### src/rtl/uart_pkg.sv
// Shared UART definitions: receiver FSM encoding and default bit period, common to serial TX and RX.
package uart_pkg;

    localparam int DEFAULT_CLKS_PER_BIT = 10417;
    localparam int CNT_W                = 16;

    typedef enum logic [2:0] {
        S_IDLE  = 3'd0,
        S_START = 3'd1,
        S_DATA  = 3'd2,
        S_STOP  = 3'd3,
        S_BREAK = 3'd4
    } rx_state_t;

endpackage

### src/rtl/sync_2ff.sv
// Two-flop synchronizer for one asynchronous bit; 2-cycle latency, reset value set by RST_VAL.
// No flow control: the output follows the input two clocks later.
module sync_2ff #(
    parameter logic RST_VAL = 1'b1
) (
    input  logic clk,
    input  logic rst_n,
    input  logic d,
    output logic q
);

    logic meta;

    always_ff @(posedge clk or negedge rst_n) begin
        if (!rst_n) begin
            meta <= RST_VAL;
            q    <= RST_VAL;
        end else begin
            meta <= d;
            q    <= meta;
        end
    end

endmodule

### src/rtl/uart_rx.sv
// 8N1 UART receiver, mid-bit sampling; byte valid ~2 + (CLKS_PER_BIT-1)/2 + 9*CLKS_PER_BIT + 2 clocks after start edge.
// No backpressure: o_data_valid / o_frame_err are single-cycle pulses the consumer must capture.
module uart_rx
    import uart_pkg::*;
#(
    parameter int CLKS_PER_BIT = DEFAULT_CLKS_PER_BIT
) (
    input  logic       clk,
    input  logic       rst_n,
    input  logic       i_rx,
    output logic       o_data_valid,
    output logic [7:0] o_data_byte,
    output logic       o_frame_err,
    output logic       o_active
);

    localparam logic [CNT_W-1:0] HALF_CNT = CNT_W'((CLKS_PER_BIT - 1) / 2);
    localparam logic [CNT_W-1:0] LAST_CNT = CNT_W'(CLKS_PER_BIT - 1);

    logic             rx_s;
    rx_state_t        state;
    logic [CNT_W-1:0] counter;
    logic [2:0]       index;
    logic [7:0]       shift;

    sync_2ff #(.RST_VAL(1'b1)) u_sync (
        .clk   (clk),
        .rst_n (rst_n),
        .d     (i_rx),
        .q     (rx_s)
    );

    always_ff @(posedge clk or negedge rst_n) begin
        if (!rst_n) begin
            state        <= S_IDLE;
            counter      <= '0;
            index        <= '0;
            shift        <= '0;
            o_data_byte  <= '0;
            o_data_valid <= 1'b0;
            o_frame_err  <= 1'b0;
            o_active     <= 1'b0;
        end else begin
            o_data_valid <= 1'b0;
            o_frame_err  <= 1'b0;
            case (state)
                S_IDLE: begin
                    counter <= '0;
                    index   <= '0;
                    if (!rx_s) begin
                        state    <= S_START;
                        o_active <= 1'b1;
                    end
                end
                // Re-check the start bit at its centre so short glitches are rejected.
                S_START: begin
                    if (counter == HALF_CNT) begin
                        counter <= '0;
                        if (!rx_s) begin
                            state <= S_DATA;
                        end else begin
                            state    <= S_IDLE;
                            o_active <= 1'b0;
                        end
                    end else begin
                        counter <= counter + 1'b1;
                    end
                end
                S_DATA: begin
                    if (counter == LAST_CNT) begin
                        counter      <= '0;
                        shift[index] <= rx_s;
                        if (index == 3'd7) begin
                            index <= '0;
                            state <= S_STOP;
                        end else begin
                            index <= index + 1'b1;
                        end
                    end else begin
                        counter <= counter + 1'b1;
                    end
                end
                S_STOP: begin
                    if (counter == LAST_CNT) begin
                        counter <= '0;
                        if (rx_s) begin
                            o_data_byte  <= shift;
                            o_data_valid <= 1'b1;
                            o_active     <= 1'b0;
                            state        <= S_IDLE;
                        end else begin
                            o_frame_err <= 1'b1;
                            state       <= S_BREAK;
                        end
                    end else begin
                        counter <= counter + 1'b1;
                    end
                end
                // Wait out a stuck-low line before hunting for the next start bit.
                S_BREAK: begin
                    counter <= '0;
                    if (rx_s) begin
                        state    <= S_IDLE;
                        o_active <= 1'b0;
                    end
                end
                default: begin
                    state    <= S_IDLE;
                    counter  <= '0;
                    index    <= '0;
                    o_active <= 1'b0;
                end
            endcase
        end
    end

endmodule

### config.mk
export PLATFORM = sky130hd
export DESIGN_NAME = uart_rx
export DESIGN_NICKNAME = d
export VERILOG_FILES = /design/src/rtl/uart_pkg.sv /design/src/rtl/sync_2ff.sv /design/src/rtl/uart_rx.sv
export SDC_FILE = /design/constraint.sdc
export NUM_CORES = 1
export LEC_CHECK = 0
export ABC_AREA = 1
export BUFFER_PORTS_ARGS = -buffer_cell sky130_fd_sc_hd__buf_4
export CORE_UTILIZATION = 58
export DETAILED_ROUTE_END_ITERATION = 10
export MAX_ROUTING_LAYER = met4
export PLACE_DENSITY = 0.81
export SLEW_MARGIN = 15
export SYNTH_ARGS = -nofsm -noshare
export SYNTH_HDL_FRONTEND = slang
export SYNTH_SLANG_ARGS = --single-unit
### constraint.sdc
create_clock -name clk -period 2.04 [get_ports clk]
set_input_delay 0.204 -clock clk [delete_from_list [all_inputs] [get_ports clk]]
set_output_delay 0.204 -clock clk [all_outputs]
set_load 0.01 [all_outputs]
==> reports/summary.txt <==
Status: completed
Arrival time of the worst setup path: 1.83 ns
DRC marker count from the first detailed-route iteration: 147
IR Drop Worst-Case VDD: 0.306 mV
Remaining global-route overflow: 0
Number of buffers created by CTS: 5
Number of top-level design ports: 14
Post-DRT Antenna Nets: 0
Type of element capturing the critical path: flip-flop
Horizontal die dimension: 65.0 µm
Via/cell ratio: 5.05
Number of slew-limit violations in the final report: 0
Clock insertion delay at the later pin of the skew report: 0.29 ns
N_diodes: 0
Count of maximum capacitance violations: 0
Largest net degree at the start of global routing: 44
Count of yosys warnings during synthesis: 0
Number of distinct library cell variants in the gate-level netlist after synthesis: 27
Via count: 1,883
Highest net fanout along the worst path: 4
Number of antenna violations at the first check in global routing: 0
Clock slew seen by the registers of the worst setup and hold paths: 0.07 ns
Setup repair after global routing missed its margin: false
Total of endpoints with negative setup slack in the final report: 0
DRC viols: 0
Post-synthesis average cell area: 7.47 µm²
Total wire length: 4.30 mm
Nets: 332
Global-route wire length before repair: 7.70 mm
Final Hold Fails: 0
Setup slack, reg-to-reg: 0.43 ns
Pwr per Cell Area: 561 nW/µm²
Part of the Yosys area used for sequential elements: 0.469
LEAKAGE: 0.00136 µW
Time the final worst path needs with I/O delays and setup: 1.61 ns
Number of register bits inferred by synthesis: 43
Portion of the clock cycle consumed by the worst path in the final layout: 0.789
TritonCTS clock tree: done
Number of H-tree levels: 2
HPWL Detailed: 3.19 mm
Synthesized Nets: 315
Height of the die: 65.0 µm
Kind of critical path: flip-flop to flip-flop
Count of input and output buffers: 13
Total Power Consumption: 1420 µW
Post-Synthesis Cells: 308
CP startpoint kind: flip-flop
Netlist area before placement: 2300 µm²
Data required time of the worst path: 2.26 ns
Area delta synth->final: 9.74%
Via count of the first global-routing pass: 1,782
Length of the first detailed-routing pass in iterations: 4
Worst-case clock skew: 0.00407 ns
Wire per inst: 11.5 µm
Worst hold slack after final layout: 0.0160 ns
Setup tns final: 0 ns
Buffer type at the clock tree root: sky130_fd_sc_hd__clkbuf_8
Transition time of the tightest slew-check pin: 0.545 ns
HP Class: input port to flip-flop
Longest Clk Path Bufs: 2
Number of setup buffers added after CTS: 0
Highest attainable clock frequency: 622 MHz
Die Outline Area: 4220 µm²
Worst relative slew slack: 0.637
Initial Utilization: 0.614
Std-Cell Core Area: 3740 µm²
Number of sinks handled by clock tree synthesis: 43
Placer Congestion: 0.925
Global router's overall resource usage: 0.248
Layout cell share with drive strength beyond 1: 0.120
Site row count: 22
==> stage by stage <==
step	setup WS, ns	cells	utilization	area, µm²
floorplan	0.589	308	-	2300
global placement	0.482	365	0.648	2430
detailed placement	0.458	365	0.648	2430
CTS	0.444	373	0.674	2520
global route	0.275	373	0.674	2520
finish	0.431	373	0.674	2520
==> critical path, stage by stage (launching register included) <==
cell and delay, ns:
sky130_fd_sc_hd__dfrtp_1 0.40, sky130_fd_sc_hd__ha_1 0.21, sky130_fd_sc_hd__nand2_1 0.07, sky130_fd_sc_hd__nor2_2 0.18
sky130_fd_sc_hd__nand3_1 0.16, sky130_fd_sc_hd__nor2_1 0.20, sky130_fd_sc_hd__nand2_1 0.10, sky130_fd_sc_hd__nand2_1 0.07
sky130_fd_sc_hd__nand2_1 0.05, sky130_fd_sc_hd__nor2_1 0.10
==> kinds of logic after synthesis <==
logic type / count (synthesis) / synth area share
AND/OR/NAND/NOR: 211 / 0.396
flip-flops: 43 / 0.469
XOR/XNOR: 9 / 0.0343
buffers and inverters: 37 / 0.0696
AO/OA/AOI/OAI: 4 / 0.00979
adder cells (fa/ha/maj): 4 / 0.0218
==> synth_stat cells <==
master	count	area, µm²
sky130_fd_sc_hd__nand2_2	5	31.3
sky130_fd_sc_hd__clkinv_4	1	8.76
sky130_fd_sc_hd__xnor2_1	1	8.76
sky130_fd_sc_hd__nand2_1	111	417
sky130_fd_sc_hd__ha_1	4	50.1
sky130_fd_sc_hd__o211ai_1	1	7.51
sky130_fd_sc_hd__dfstp_2	2	52.6
sky130_fd_sc_hd__clkbuf_1	1	3.75
sky130_fd_sc_hd__xor2_1	8	70.1
sky130_fd_sc_hd__and3_1	1	6.26
sky130_fd_sc_hd__nand3b_1	1	7.51
sky130_fd_sc_hd__nand2_4	2	22.5
sky130_fd_sc_hd__inv_1	28	105
sky130_fd_sc_hd__dfrtp_1	41	1030
sky130_fd_sc_hd__nand4_1	5	31.3
sky130_fd_sc_hd__buf_6	2	22.5
sky130_fd_sc_hd__o21ai_0	2	10.0
sky130_fd_sc_hd__nor2_2	1	6.26
sky130_fd_sc_hd__nor3_2	1	10.0
sky130_fd_sc_hd__nand3_1	23	115
sky130_fd_sc_hd__buf_2	1	5.00
sky130_fd_sc_hd__inv_2	4	15.0
sky130_fd_sc_hd__nand3_4	1	17.5
sky130_fd_sc_hd__nor2_4	2	22.5
sky130_fd_sc_hd__a21oi_1	1	5.00
sky130_fd_sc_hd__nor2_1	54	203
sky130_fd_sc_hd__nor3_1	4	20.0
==> worst paths after layout <==
path / from / end / cells after the start
max: counter[0] / counter[14] / 9
min: i_rx / u_sync.meta / 1
max reg2reg: counter[0] / counter[14] / 9
min reg2reg: u_sync.meta / u_sync.q / 0
max in group asynchronous: rst_n / u_sync.q / 2
min in group asynchronous: rst_n / o_data_byte[4] / 2
==> where the power goes <==
part           internal, µW  switching [µW]
logic                  4.81            19.0
registers               856            3.91
clock network           265             268
==> state kept, by name, indices dropped and copies added (netlist names) <==
register      cells
counter          16
index             3
o_active          1
o_data_byte       8
o_data_valid      1
o_frame_err       1
shift             8
state             3
u_sync.meta       1
u_sync.q          1
==> metal layers <==
metal  routed length [µm]  up-vias  part of all wire  track usage
met5                    0        -                 0            -
li1                     -      979                 -            -
met4                   70        0             0.016        0.103
met1                 2130      871              0.50        0.321
met2                 1980       26              0.46        0.387
met3                  112        7             0.026       0.0423
==> layout make-up <==
cell class | instances | area, µm²
clock buffers | 6 | 82.6
fillers | 327 | 1220
well taps | 48 | 60.1
flip-flops and latches | 43 | 1080
multi-input cells | 228 | 1060
inverters | 33 | 129
repair buffers | 14 | 108
clock inverters | 1 | 5.00
==> layout by cell type (no fill, tap or decap) <==
cell                            synthesis  final
sky130_fd_sc_hd__nand2_1              111    111
sky130_fd_sc_hd__nor2_1                54     54
sky130_fd_sc_hd__dfrtp_1               41     41
sky130_fd_sc_hd__inv_1                 28     28
sky130_fd_sc_hd__nand3_1               23     23
sky130_fd_sc_hd__buf_4                  0     13
sky130_fd_sc_hd__xor2_1                 8      8
sky130_fd_sc_hd__clkbuf_8               0      6
sky130_fd_sc_hd__nand2_2                5      5
sky130_fd_sc_hd__nand4_1                5      5
sky130_fd_sc_hd__inv_2                  4      4
sky130_fd_sc_hd__nor3_1                 4      4
sky130_fd_sc_hd__ha_1                   4      4
sky130_fd_sc_hd__nor2_4                 2      2
sky130_fd_sc_hd__nand2_4                2      2
sky130_fd_sc_hd__o21ai_0                2      2
sky130_fd_sc_hd__dfstp_2                2      2
sky130_fd_sc_hd__nand3b_1               1      1
sky130_fd_sc_hd__nor2_2                 1      1
sky130_fd_sc_hd__a21oi_1                1      1
sky130_fd_sc_hd__xnor2_1                1      1
sky130_fd_sc_hd__nor3_2                 1      1
sky130_fd_sc_hd__and3_1                 1      1
sky130_fd_sc_hd__nand3_4                1      1
sky130_fd_sc_hd__clkinv_4               1      1
sky130_fd_sc_hd__o211ai_1               1      1
sky130_fd_sc_hd__clkinv_2               0      1
sky130_fd_sc_hd__dlygate4sd3_1          0      1
==> what timing repair did <==
| item | in CTS | in global routing |
|---|---|---|
| hold buffers | 1 | 0 |
| hold endpoints to repair | 41 | 0 |
| gates resized for setup | 0 | 0 |
(Power assumes the default switching activity.)
